$ cat src/rtl/scan_decoder_if.sv
// rtl/scan_decoder_if.sv - control inputs and digit-enable outputs of scan_decoder
interface scan_decoder_if #(
  parameter int SEL_W = 3
);
  logic                  en;
  logic                  mode;
  logic [SEL_W-1:0]      sel;
  logic [2**SEL_W-1:0]   o;
  logic [SEL_W-1:0]      idx;
  logic                  step;

  modport master (output en, mode, sel, input o, idx, step);
  modport slave  (input en, mode, sel, output o, idx, step);
endinterface

$ cat src/rtl/scan_decoder.sv
// rtl/scan_decoder.sv - registered N-to-2^N one-hot decoder with multiplexed-display scanner
module scan_decoder #(
  parameter int SEL_W      = 3,
  parameter int NUM        = 8,
  parameter int DIV        = 50000,
  parameter int GAP        = 4,
  parameter int ACTIVE_LOW = 0
) (
  input  logic           clk,
  input  logic           rst,
  scan_decoder_if.slave  bus
);
  localparam int OW    = 2**SEL_W;
  localparam int MAXC  = (DIV > GAP) ? DIV : GAP;
  localparam int CNT_W = (MAXC > 1) ? $clog2(MAXC) : 1;

  localparam logic [CNT_W-1:0] DIV_LAST   = CNT_W'(DIV - 1);
  localparam logic [CNT_W-1:0] GAP_LAST   = CNT_W'((GAP > 0) ? GAP - 1 : 0);
  localparam logic [SEL_W:0]   NUM_LIM    = (SEL_W+1)'(NUM);
  localparam logic [SEL_W-1:0] IDX_LAST   = SEL_W'(NUM - 1);
  localparam logic [OW-1:0]    O_INACTIVE = (ACTIVE_LOW != 0) ? {OW{1'b1}} : '0;

  typedef enum logic [1:0] {IDLE, DIRECT, SHOW, BLANK} state_t;

  state_t           r_state, w_state_nxt;
  logic [CNT_W-1:0] r_cnt, w_cnt_nxt;
  logic [SEL_W-1:0] r_idx, w_idx_nxt;
  logic             r_step, w_step_nxt;
  logic [OW-1:0]    r_o, w_oh_nxt;
  logic [SEL_W-1:0] w_start_idx, w_adv_idx;
  logic             w_sel_ok;

  function automatic logic [OW-1:0] onehot(input logic [SEL_W-1:0] k);
    logic [OW-1:0] v;
    v    = '0;
    v[k] = 1'b1;
    return v;
  endfunction

  // A scan never starts on a digit outside the populated range
  assign w_start_idx = ({1'b0, r_idx} < NUM_LIM) ? r_idx : '0;
  assign w_adv_idx   = (r_idx == IDX_LAST) ? '0 : r_idx + SEL_W'(1);
  assign w_sel_ok    = ({1'b0, bus.sel} < NUM_LIM);

  always_comb begin
    w_state_nxt = r_state;
    w_cnt_nxt   = r_cnt;
    w_idx_nxt   = r_idx;
    w_step_nxt  = 1'b0;
    w_oh_nxt    = '0;
    if (!bus.en) begin
      w_state_nxt = IDLE;
      w_cnt_nxt   = '0;
    end else if (!bus.mode) begin
      w_state_nxt = DIRECT;
      w_cnt_nxt   = '0;
      w_idx_nxt   = bus.sel;
      w_oh_nxt    = w_sel_ok ? onehot(bus.sel) : '0;
    end else begin
      case (r_state)
        IDLE, DIRECT: begin
          w_state_nxt = SHOW;
          w_cnt_nxt   = '0;
          w_idx_nxt   = w_start_idx;
          w_oh_nxt    = onehot(w_start_idx);
        end
        SHOW: begin
          if (r_cnt == DIV_LAST) begin
            w_cnt_nxt = '0;
            if (GAP > 0) begin
              w_state_nxt = BLANK;
            end else begin
              w_idx_nxt  = w_adv_idx;
              w_oh_nxt   = onehot(w_adv_idx);
              w_step_nxt = 1'b1;
            end
          end else begin
            w_cnt_nxt = r_cnt + CNT_W'(1);
            w_oh_nxt  = onehot(r_idx);
          end
        end
        BLANK: begin
          if (r_cnt == GAP_LAST) begin
            w_state_nxt = SHOW;
            w_cnt_nxt   = '0;
            w_idx_nxt   = w_adv_idx;
            w_oh_nxt    = onehot(w_adv_idx);
            w_step_nxt  = 1'b1;
          end else begin
            w_cnt_nxt = r_cnt + CNT_W'(1);
          end
        end
        default: w_state_nxt = IDLE;
      endcase
    end
  end

  always_ff @(posedge clk or posedge rst) begin
    if (rst) begin
      r_state <= IDLE;
      r_cnt   <= '0;
      r_idx   <= '0;
      r_step  <= 1'b0;
      r_o     <= O_INACTIVE;
    end else begin
      r_state <= w_state_nxt;
      r_cnt   <= w_cnt_nxt;
      r_idx   <= w_idx_nxt;
      r_step  <= w_step_nxt;
      r_o     <= (ACTIVE_LOW != 0) ? ~w_oh_nxt : w_oh_nxt;
    end
  end

  assign bus.o    = r_o;
  assign bus.idx  = r_idx;
  assign bus.step = r_step;
endmodule

$ cat src/flat_wrapper.sv
// flat-port wrapper written by rule: the top's interface ports become plain ports
module scan_decoder_flat 
#(
  parameter int SEL_W      = 3,
  parameter int NUM        = 8,
  parameter int DIV        = 50000,
  parameter int GAP        = 4,
  parameter int ACTIVE_LOW = 0
)
  (clk, rst, bus_en, bus_mode, bus_sel, bus_o, bus_idx, bus_step);
  scan_decoder_if #(.SEL_W(SEL_W)) bus_i ();
  input  logic clk;
  input  logic rst;
  input wire logic [$bits(bus_i.en)-1:0] bus_en;
  input wire logic [$bits(bus_i.mode)-1:0] bus_mode;
  input wire logic [$bits(bus_i.sel)-1:0] bus_sel;
  output wire logic [$bits(bus_i.o)-1:0] bus_o;
  output wire logic [$bits(bus_i.idx)-1:0] bus_idx;
  output wire logic [$bits(bus_i.step)-1:0] bus_step;
  assign bus_i.en = bus_en;
  assign bus_i.mode = bus_mode;
  assign bus_i.sel = bus_sel;
  assign bus_o = bus_i.o;
  assign bus_idx = bus_i.idx;
  assign bus_step = bus_i.step;
  scan_decoder #(.SEL_W(SEL_W), .NUM(NUM), .DIV(DIV), .GAP(GAP), .ACTIVE_LOW(ACTIVE_LOW)) u_core (.clk(clk), .rst(rst), .bus(bus_i));
endmodule
$ cat config.mk
export PLATFORM = sky130hd
export DESIGN_NAME = scan_decoder_flat
export DESIGN_NICKNAME = d
export VERILOG_FILES = /design/src/rtl/scan_decoder_if.sv /design/src/rtl/scan_decoder.sv /design/src/flat_wrapper.sv
export SDC_FILE = /design/constraint.sdc
export NUM_CORES = 1
export LEC_CHECK = 0
export BUFFER_PORTS_ARGS = -buffer_cell sky130_fd_sc_hd__buf_2
export CORE_UTILIZATION = 40
export CTS_CLUSTER_DIAMETER = 40
export DETAILED_ROUTE_END_ITERATION = 10
export SLEW_MARGIN = 25
export SYNTH_ARGS = -nofsm -noshare
export SYNTH_HDL_FRONTEND = slang
export SYNTH_SLANG_ARGS = --single-unit
export TNS_END_PERCENT = 30
$ cat constraint.sdc
create_clock -name clk -period 2.3 [get_ports clk]
set_clock_uncertainty 0.1 [all_clocks]
set_input_delay 0.115 -clock clk [delete_from_list [all_inputs] [get_ports clk]]
set_output_delay 0.115 -clock clk [all_outputs]
set_load 0.02 [all_outputs]
After elaboration in Yosys (flattened, before gate mapping)
Cells that the tools add are included.

Bits in registers: 30. Output and inout bits: 12. Memories: 0. Latch bits: 0. Input port bits: 7. Word-level logic and storage cells: 60. Memory bits (read-only): 0. RAM bits: 0.

$mul: 0. Order comparisons: 6. Mux-type cells: 29. $add $sub $neg: 2. Reduce and logical (&&, ||, !) cells: 8. Bitwise gates (word level): 0. Equality and inequality tests: 10. Div/mod/pow operators: 0. Shift operators: 0.

Operator list (number): two-way mux 16 bit (4); one-hot mux 16 bit (3 select lines) (1); two-way mux 8 bit (4); one-hot mux 8 bit (3 select lines) (1); adder 16 x 1 -> 16 bit, second input constant (1); == test 16 bit, second input constant (1); == test 16 x 2 -> 1 bit, second input constant (1); < comparator 3 x 4 -> 1 bit, second input constant (3); two-way mux 3 bit (4); demux 1 bit (select 3 bit) (3); greater-or-equal comparator 3 x 1 -> 1 bit, second input constant (3); two-way mux 2 bit (4); inequality test 4 x 3 -> 1 bit, second input constant (2); two-way mux 1 bit (7); one-hot mux 2 bit (3 select lines) (1); == test 2 bit, second input constant (2); adder 3 x 1 -> 3 bit, second input constant (1); == test 3 bit, second input constant (1); logical AND 1 bit (3); inequality test 3 x 2 -> 1 bit, second input constant (1); AND reduction 3 bit (1); OR reduction 3 bit (1); == test 2 x 1 -> 1 bit, second input constant (1); logical NOT 2 bit (1); 3 further kinds (3).

Logic depth before layout (Yosys ltp)
Gate-level depths: netlist (run 1).

Word-level depth: 10. Mapped depth: 7. Mapped depth without buffers: 6.

Least setup slack after synthesis (run 1)
OpenSTA, ideal clock, no wires.

Path kind: reg-to-reg. Start point: register u_core.r_cnt[11]. End point: register u_core.r_cnt[12]. Library setup time: 0.119 ns. Buffers on the path: 1. Slack: 0.028 ns. Clock period less this slack: 2.272 ns. Arrival time: 2.054 ns. Cell stages (with the launch flop): 7. Required time: 2.081 ns. Cell sequence: dfrtp_1 > or4_4 > or4_4 > nor4b_4 > nand4b_4 > buf_8 > nor2_1.

Cells in the longest elaborated chain, start to end: 5. Elaborated cells on any way between the ends: 8. Classes of those cells: add/sub: 1; eq/ne: 2; mux: 5.

RTL lines: start: declaration (RTL line scan_decoder.sv:26) `logic [CNT_W-1:0] r_cnt, w_cnt_nxt;`; start signal: assignment (RTL line scan_decoder.sv:107) `r_cnt <= w_cnt_nxt;`; adder 16 x 1 -> 16 bit, or another cell as far along (RTL line scan_decoder.sv:78, scan_decoder.sv:90); two-way mux 16 bit (on tied branches) (RTL line scan_decoder.sv:83, scan_decoder.sv:68); one-hot mux 16 bit (3 select lines) (*) (RTL line scan_decoder.sv:60) `case (r_state)`; two-way mux 16 bit (*) (RTL line scan_decoder.sv:54) `end else if (!bus.mode) begin`; two-way mux 16 bit (*) (RTL line scan_decoder.sv:51) `if (!bus.en) begin`; named net u_core.w_cnt_nxt[12] (RTL line scan_decoder.sv:26).

Mark *: on every way through the listed nets, which the timed path passes. The rest lies on a longest branch. A chain may end at the register's enable or synchronous reset.

Worst setup path in the final report (run 1)
Start point: register u_core.r_cnt[11]. End point: register u_core.r_cnt[4].

Cells in the longest elaborated chain, start to end: 5. Elaborated cells on any way between the ends: 7. Classes of those cells: eq/ne: 2; mux: 5.

RTL lines (RTL line): == test 16 x 2 -> 1 bit or == test 16 bit (tied branches) (scan_decoder.sv:83, scan_decoder.sv:68); two-way mux 16 bit (on tied branches) (scan_decoder.sv:83, scan_decoder.sv:68); one-hot mux 16 bit (3 select lines) (*) (scan_decoder.sv:60); two-way mux 16 bit (*) (scan_decoder.sv:54); two-way mux 16 bit (*) (scan_decoder.sv:51); named net u_core.w_cnt_nxt[4] (scan_decoder.sv:26).

Marked as above.

==> flow_summary_export.csv, run 1 <==
group,metric,value,unit
floorplanning,core-area,0.004029,mm2
pwr,pwr-share-seq,49.6,%
critical_path,worstPathRequired,2360,ps
clocking,clock_sinks,30,
floorplanning,io_pins,19,
clocking,cts-htree-levels,2,
floorplanning,fp-row-count,23,
critical_path,crit_top_cell,"buf_4",
clocking,max-clock-path-buffers,2,
routing,vias,1451,
synthesis,synth_edf_count,0,
sta,grt_setup_unrepaired,"true",
synthesis,synthCells,170,
status,status,"finished clean",
pwr,p_int,821.2,uW
routing,drt_iter0_drc,113,
critical_path,cp-startpoint,"u_core.r_cnt[11]",
global_routing,grt_max_degree,31,
sta,finalSetupViolCount,0,
global_routing,grt_pass1_wl,6561,um
routing,drc_errors,0,
routing,antenna_left,0,
critical_path,cpMaxStageDelayCell,"or4_4",
worst_hold_path,min_path_type,"input pin to flop",
clocking,cts_tree,"done",
finish,drive_gt1_share,25.49,%
pwr,powerDensity,564.0,mW/mm2
critical_path,worstSetupPathType,"flop to flop",
global_routing,gr-total-overflow,0,
synthesis,yosysWarnings,0,
synthesis,yosysTopAreaCell,"dfrtp_1",
critical_path,max_stage_delay,540,ps
critical_path,r2r_start,"u_core.r_cnt[11]",
synthesis,async_reset_ff_share,100.0,%
synthesis,synth_area_leaders,"dfrtp_1, xor2_1, nor2_1",
sta,slew_headroom,67.86,%
routing,routed_wl,3930,um
global_routing,grt_pass1_vias,1318,
floorplanning,die_w,67.08,um
routing,wl_per_cell,15.47,um
place,port_buffers,18,
pwr,switchingPower,320.0,uW
pwr,totalPowerFinal,1.141,mW
global_routing,grt_use_total,20.04,%
synthesis,avgSynthCellArea,9.965,um2
clocking,cts_root_buf,"clkbuf_8",
sta,finalCritPeriodShare,98.51,%
synthesis,post-synth-top-count-cell,"dfrtp_1",
sta,max_slew.worst_pin.slew,481.9,ps
finish,nets,216,
critical_path,cp-start-kind,"flop",
routing,vias_per_cell,5.713,
job,maxCapViolCount,0,
sta,finalCriticalPeriod,2266,ps
place,dp_hpwl,2698,um
floorplanning,dieArea,0.004500,mm2
critical_path,crit_chain,"or4_4 > buf_4 > nor4_4 > buf_4 > nand3b_1 > nand4b_4 > nor2_1",
floorplanning,dieHeight,67.08,um
pwr,comb_power_share,15.9,%
clocking,clock_latency,280,ps
clocking,cts_buffers,5,
synthesis,synth_top_area_share,44.31,%
floorplanning,start_util,42.05,%
global_routing,antenna_found_initial,0,
routing,first_pass_iters,5,
critical_path,endpoint_kind,"flop",
clocking,clk_pin_slew_worst_paths,70,ps
synthesis,synth-seq-area-share,44.31,%
synthesis,synth_common_cells,"dfrtp_1, nor2_1, nand3_1, xor2_1, o21ai_0",
synthesis,synth_fp_nets,182,
synthesis,ys.flop_type,"dfrtp_1",
sta,finalMaxSlewViolations,0,
pwr,p_leak,0.9189,nW
worst_hold_path,hold_start,"bus_en",
pwr,peakVddDrop,0.1952,mV
pwr,swShare,28.04,%
finish,area_growth,19.42,%
place,place_congestion,0.8752,
synthesis,ys_types,43,
sta,fin_hold_ws,42.59,ps
synthesis,syn_area,0.001694,mm2
critical_path,cp.arrival,2330,ps
sta,hold_viol,0,
synthesis,synth-seq-cells,30,
critical_path,crit_path_max_fanout,8,
sta,fmax,441.4,MHz
pwr,p_clk_share,34.5,%
finish,num_antenna_cells,0,
-- final cells by class --
type | count | area [um2]
Clock buffer | 7 | 76.32
Fill cell | 387 | 2006
Inverter | 4 | 15.01
Multi-Input combinational cell | 132 | 928.4
Sequential cell | 30 | 750.7
Tap cell | 50 | 62.56
Timing Repair Buffer | 31 | 190.2
-- logic make-up (layout without fill, tap and decap cells) --
family,count (synthesis),after routing,synth area share [%]
and+or+nand+nor,86,87,31.98
AOI/OAI and AO/OA,26,26,9.823
DFF,30,30,44.31
adders and majority gates,5,5,3.693
xor gates and xnor gates,14,14,7.238
buffers and inverters,9,42,2.954
-- registers in the layout (all words and copies together) (netlist names) --
signal,flops
u_core.r_cnt,16
u_core.bus.idx,3
u_core.bus.step,1
u_core.bus.o,8
u_core.r_state,2
-- critical path: cells and delay by family (launching register included) --
family | cells | cell delay (ps)
AND/OR/NAND/NOR | 5 | 1320
flip-flops | 1 | 380
buffers and inverters | 2 | 340
-- routing by layer --
layer / routed length, um / vias up / track usage, %
li1: - / 682 / -
met1: 1862 / 705 / 29.72
met2: 1762 / 59 / 28.00
met3: 251 / 5 / 3.596
met4: 54 / 0 / 8.511
met5: 0 / - / 0
-- power by group through the flow --
stage	Sequential (mW)	Combinational (mW)	Clock (mW)
5_1_grt	0.568	0.200	0.430
3_3_place_gp	0.573	0.169	0
3_5_place_dp	0.574	0.171	0
4_1_cts	0.566	0.175	0.401
6_report	0.566	0.181	0.394
2_1_floorplan	0.587	0.104	0
-- cell usage in the layout, fill, tap and decap left out, types with 5 or more instances in the layout --
master / netlist / routed
buf_2: 0 / 18
dfrtp_1: 30 / 30
clkbuf_8: 0 / 5
ha_1: 5 / 5
nand2_1: 7 / 7
buf_4: 1 / 12
nor2_1: 19 / 19
nand3_1: 11 / 10
nand4_1: 5 / 5
xor2_1: 11 / 11
nor3b_1: 5 / 5
a31oi_1: 7 / 7
and3_1: 6 / 6
o21ai_0: 8 / 5
-- repair_timing --
item	4_1_cts	5_1_grt
hold buffers	1	0
gates cloned	1	0
setup endpoints to repair	16	8
pin swaps	1	1
buffers inserted	0	1
endpoints found under the hold margin	30	0
resized for setup	1	7
-- stage by stage --
stage	setup WS, ps	instances	util, %	cell area [um2]	TNS [ps]
after floorplan	27.79	170	-	1694	0
after global placement	44.53	244	47.02	1894	0
after detailed placement	-44.65	244	47.02	1894	-377.3
after CTS	44.76	253	49.75	2004	0
after global routing	-24.30	254	50.22	2023	-197.8
final	34.27	254	50.22	2023	0
-- path summary, 6_finish.rpt --
kind                                          end  slack, ps  depth (start not counted)
worst max-delay path              u_core.r_cnt[4]         30                          7
worst min-delay path            u_core.bus.idx[2]         40                          2
worst max register to register    u_core.r_cnt[4]         30                          7
worst min register to register    u_core.r_cnt[0]        450                          1
max in group asynchronous         u_core.bus.o[3]       1450                          4
min in group asynchronous       u_core.bus.idx[2]        350                          4
Power figures use the tool's default switching activity.
==> run 2, diff against run 1 <==
REMOVE_ABC_BUFFERS = 1   (was default)
==> run 2 against run 1 <==
Against the previous run:
- the flow now finishes with violations (setup timing)
- hold slack improved by 29 ps
- largest power group unchanged
- setup slack got worse by 68 ps
- count of clock-buffer cells in the layout down 2
- critical endpoint is now u_core.bus.o[1]
- non-clock buffer count is the same
- maximum frequency down 2.9%
- wire length up 0.31%
- via count down 2.4%
- design area up 2.8%
- sequential power about the same
- utilization is 1.4 points higher
- register-to-register slack lost 70 ps
- critical path type unchanged
==> flow_summary_export.csv, run 2 (synthesis results as in run 1) <==
group,metric,value,unit
global_routing,grt_util_met1,25.85,%
finish,largest-register,"u_core.r_cnt",
sta,fmax,428.6,MHz
pwr,peakVddDrop,0.3990,mV
job,maxCapViolCount,0,
finish,nets,216,
finish,fillCellCount,377,
floorplanning,dieHeight,67.08,um
finish,final_common_cell,"dfrtp_1",
sta,finalCriticalPeriod,2333,ps
worst_hold_path,whs_path_depth,2,
routing,vias_per_cell,5.575,
critical_path,r2r_end,"u_core.bus.o[1]",
routing,wl_per_cell,15.52,um
sta,max_slew.worst_pin.slew,530.5,ps
worst_hold_path,min_to,"u_core.bus.idx[2]",
clocking,max-clock-path-buffers,2,
place,dpl.cell_count,242,
routing,antenna_left,0,
routing,first_pass_iters,4,
finish,mostFrequentLayoutCells,"dfrtp_1, nor2_1, buf_2",
floorplanning,start_util,42.05,%
sta,slew_headroom,64.61,%
clocking,cts_buffers,5,
critical_path,r2r_slack,-30,ps
global_routing,use_met3,5.651,%
global_routing,antenna_found_initial,0,
floorplanning,io_pins,19,
place,preCtsSetupSlack,8.167,ps
pwr,powerDensity,549.5,mW/mm2
status,violations,"setup timing",
sta,finalMaxSlewViolations,0,
sta,worst_slack,-33.26,ps
worst_hold_path,hold_start,"bus_en",
clocking,cts-htree-levels,2,
finish,num_antenna_cells,0,
status,status,"finished, violations left",
critical_path,cp.arrival,2410,ps
clocking,cts_tree,"done",
routing,vias,1416,
place,place_congestion,0.9097,
floorplanning,dieArea,0.004500,mm2
sta,grt_setup_unrepaired,"true",
critical_path,reg2regPathDepth,7,
floorplanning,fp-row-count,23,
critical_path,worstSetupPathType,"flop to flop",
pwr,p_leak,0.9296,nW
critical_path,r2r_start,"u_core.r_cnt[10]",
finish,area_growth,22.75,%
global_routing,busiest_layer,"met2",
global_routing,met2_usage,27.13,%
worst_hold_path,min_path_type,"input pin to flop",
global_routing,grt_max_degree,31,
floorplanning,die_w,67.08,um
clocking,clock_sinks,30,
global_routing,gr-total-overflow,0,
global_routing,grt_pass1_wl,6127,um
floorplanning,core-area,0.004029,mm2
clocking,clk_pin_slew_worst_paths,60,ps
critical_path,worstPathRequired,2380,ps
finish,largest_reg_flops,16,
place,dp_hpwl,2662,um
critical_path,endpoint_kind,"flop",
clocking,cts_root_buf,"clkbuf_8",
finish,drive_gt1_share,30.39,%
routing,drt_iter0_drc,93,
global_routing,grt_use_total,18.83,%
routing,drc_errors,0,
global_routing,grt_pass1_vias,1256,
routing,routed_wl,3942,um
finish,finish.utilization,51.61,%
sta,hold_viol,0,
sta,tns,-96.85,ps
sta,finalCritPeriodShare,101.4,%
sta,finalSetupViolCount,4,
place,port_buffers,18,
critical_path,crit_path_max_fanout,5,
critical_path,cp-start-kind,"flop",
clocking,clock_latency,270,ps
finish,stdcell_count,254,
## run 2: changes by cell type in the layout (fill, tap and decap cells not counted), sizes merged
cell / change
clkinv: +2
clkbuf: -2
## run 2: final cells by class
class | count | area [um2] | area share, %
timing repair buffer | 31 | 193.9 | 9.326
tap | 50 | 62.56 | 3.008
inverter | 4 | 15.01 | 0.7220
clock inverter | 2 | 10.01 | 0.4813
clock buffer | 5 | 68.82 | 3.309
multi-input combinational | 132 | 978.4 | 47.05
sequential | 30 | 750.7 | 36.10
## run 2: power by group
part,switching (mW),internal (mW)
clock,0.180,0.202
sequential,0.0225,0.545
combinational,0.121,0.0724
## run 2: repair_timing
item	in CTS	in global routing
pin swaps	1	8
hold buffers	1	0
buffers inserted	0	3
gates resized for setup	0	19
cloned	0	1
hold endpoints to repair	30	0
setup endpoints to repair	1	19
## run 2: metrics by stage
step | area (um2) | hold slack, ps | power, mW
final | 2079 | 71.29 | 1.143
after detailed placement | 1879 | 113.0 | 0.7464
after global placement | 1879 | 101.6 | 0.7420
after floorplan | 1659 | 99.95 | 0.6835
after global routing | 2079 | 79.80 | 1.204
after CTS | 1968 | 56.66 | 1.137
## run 2: worst max-delay path: stages, from the launching register on
cell and delay [ps]:
dfrtp_1 380, or4_4 550, buf_6 140, nor4_4 320, buf_4 190, and3_4 200, nand3_4 110, o31ai_2 260
## run 2: worst max path at each step
| stage | endpoint | slack [ps] | cells after the start | startpoint |
|---|---|---|---|---|
| 5_1_grt | u_core.bus.o[0] | -150 | 7 | u_core.r_cnt[10] |
| 3_5_place_dp | u_core.r_cnt[2] | 8 | 5 | u_core.r_cnt[11] |
| 3_3_place_gp | u_core.r_cnt[9] | 40 | 5 | u_core.r_cnt[11] |
| 2_1_floorplan | u_core.r_cnt[11] | 80 | 5 | u_core.r_cnt[11] |
| 6_report | u_core.bus.o[1] | -30 | 7 | u_core.r_cnt[10] |
| 4_1_cts | u_core.bus.o[1] | 40 | 6 | u_core.r_cnt[11] |
## run 2: routing by layer
layer / vias up / routed length [um]
met4: 0 / 17
met2: 37 / 1908
met3: 2 / 201
met1: 691 / 1815
met5: - / 0
li1: 686 / -
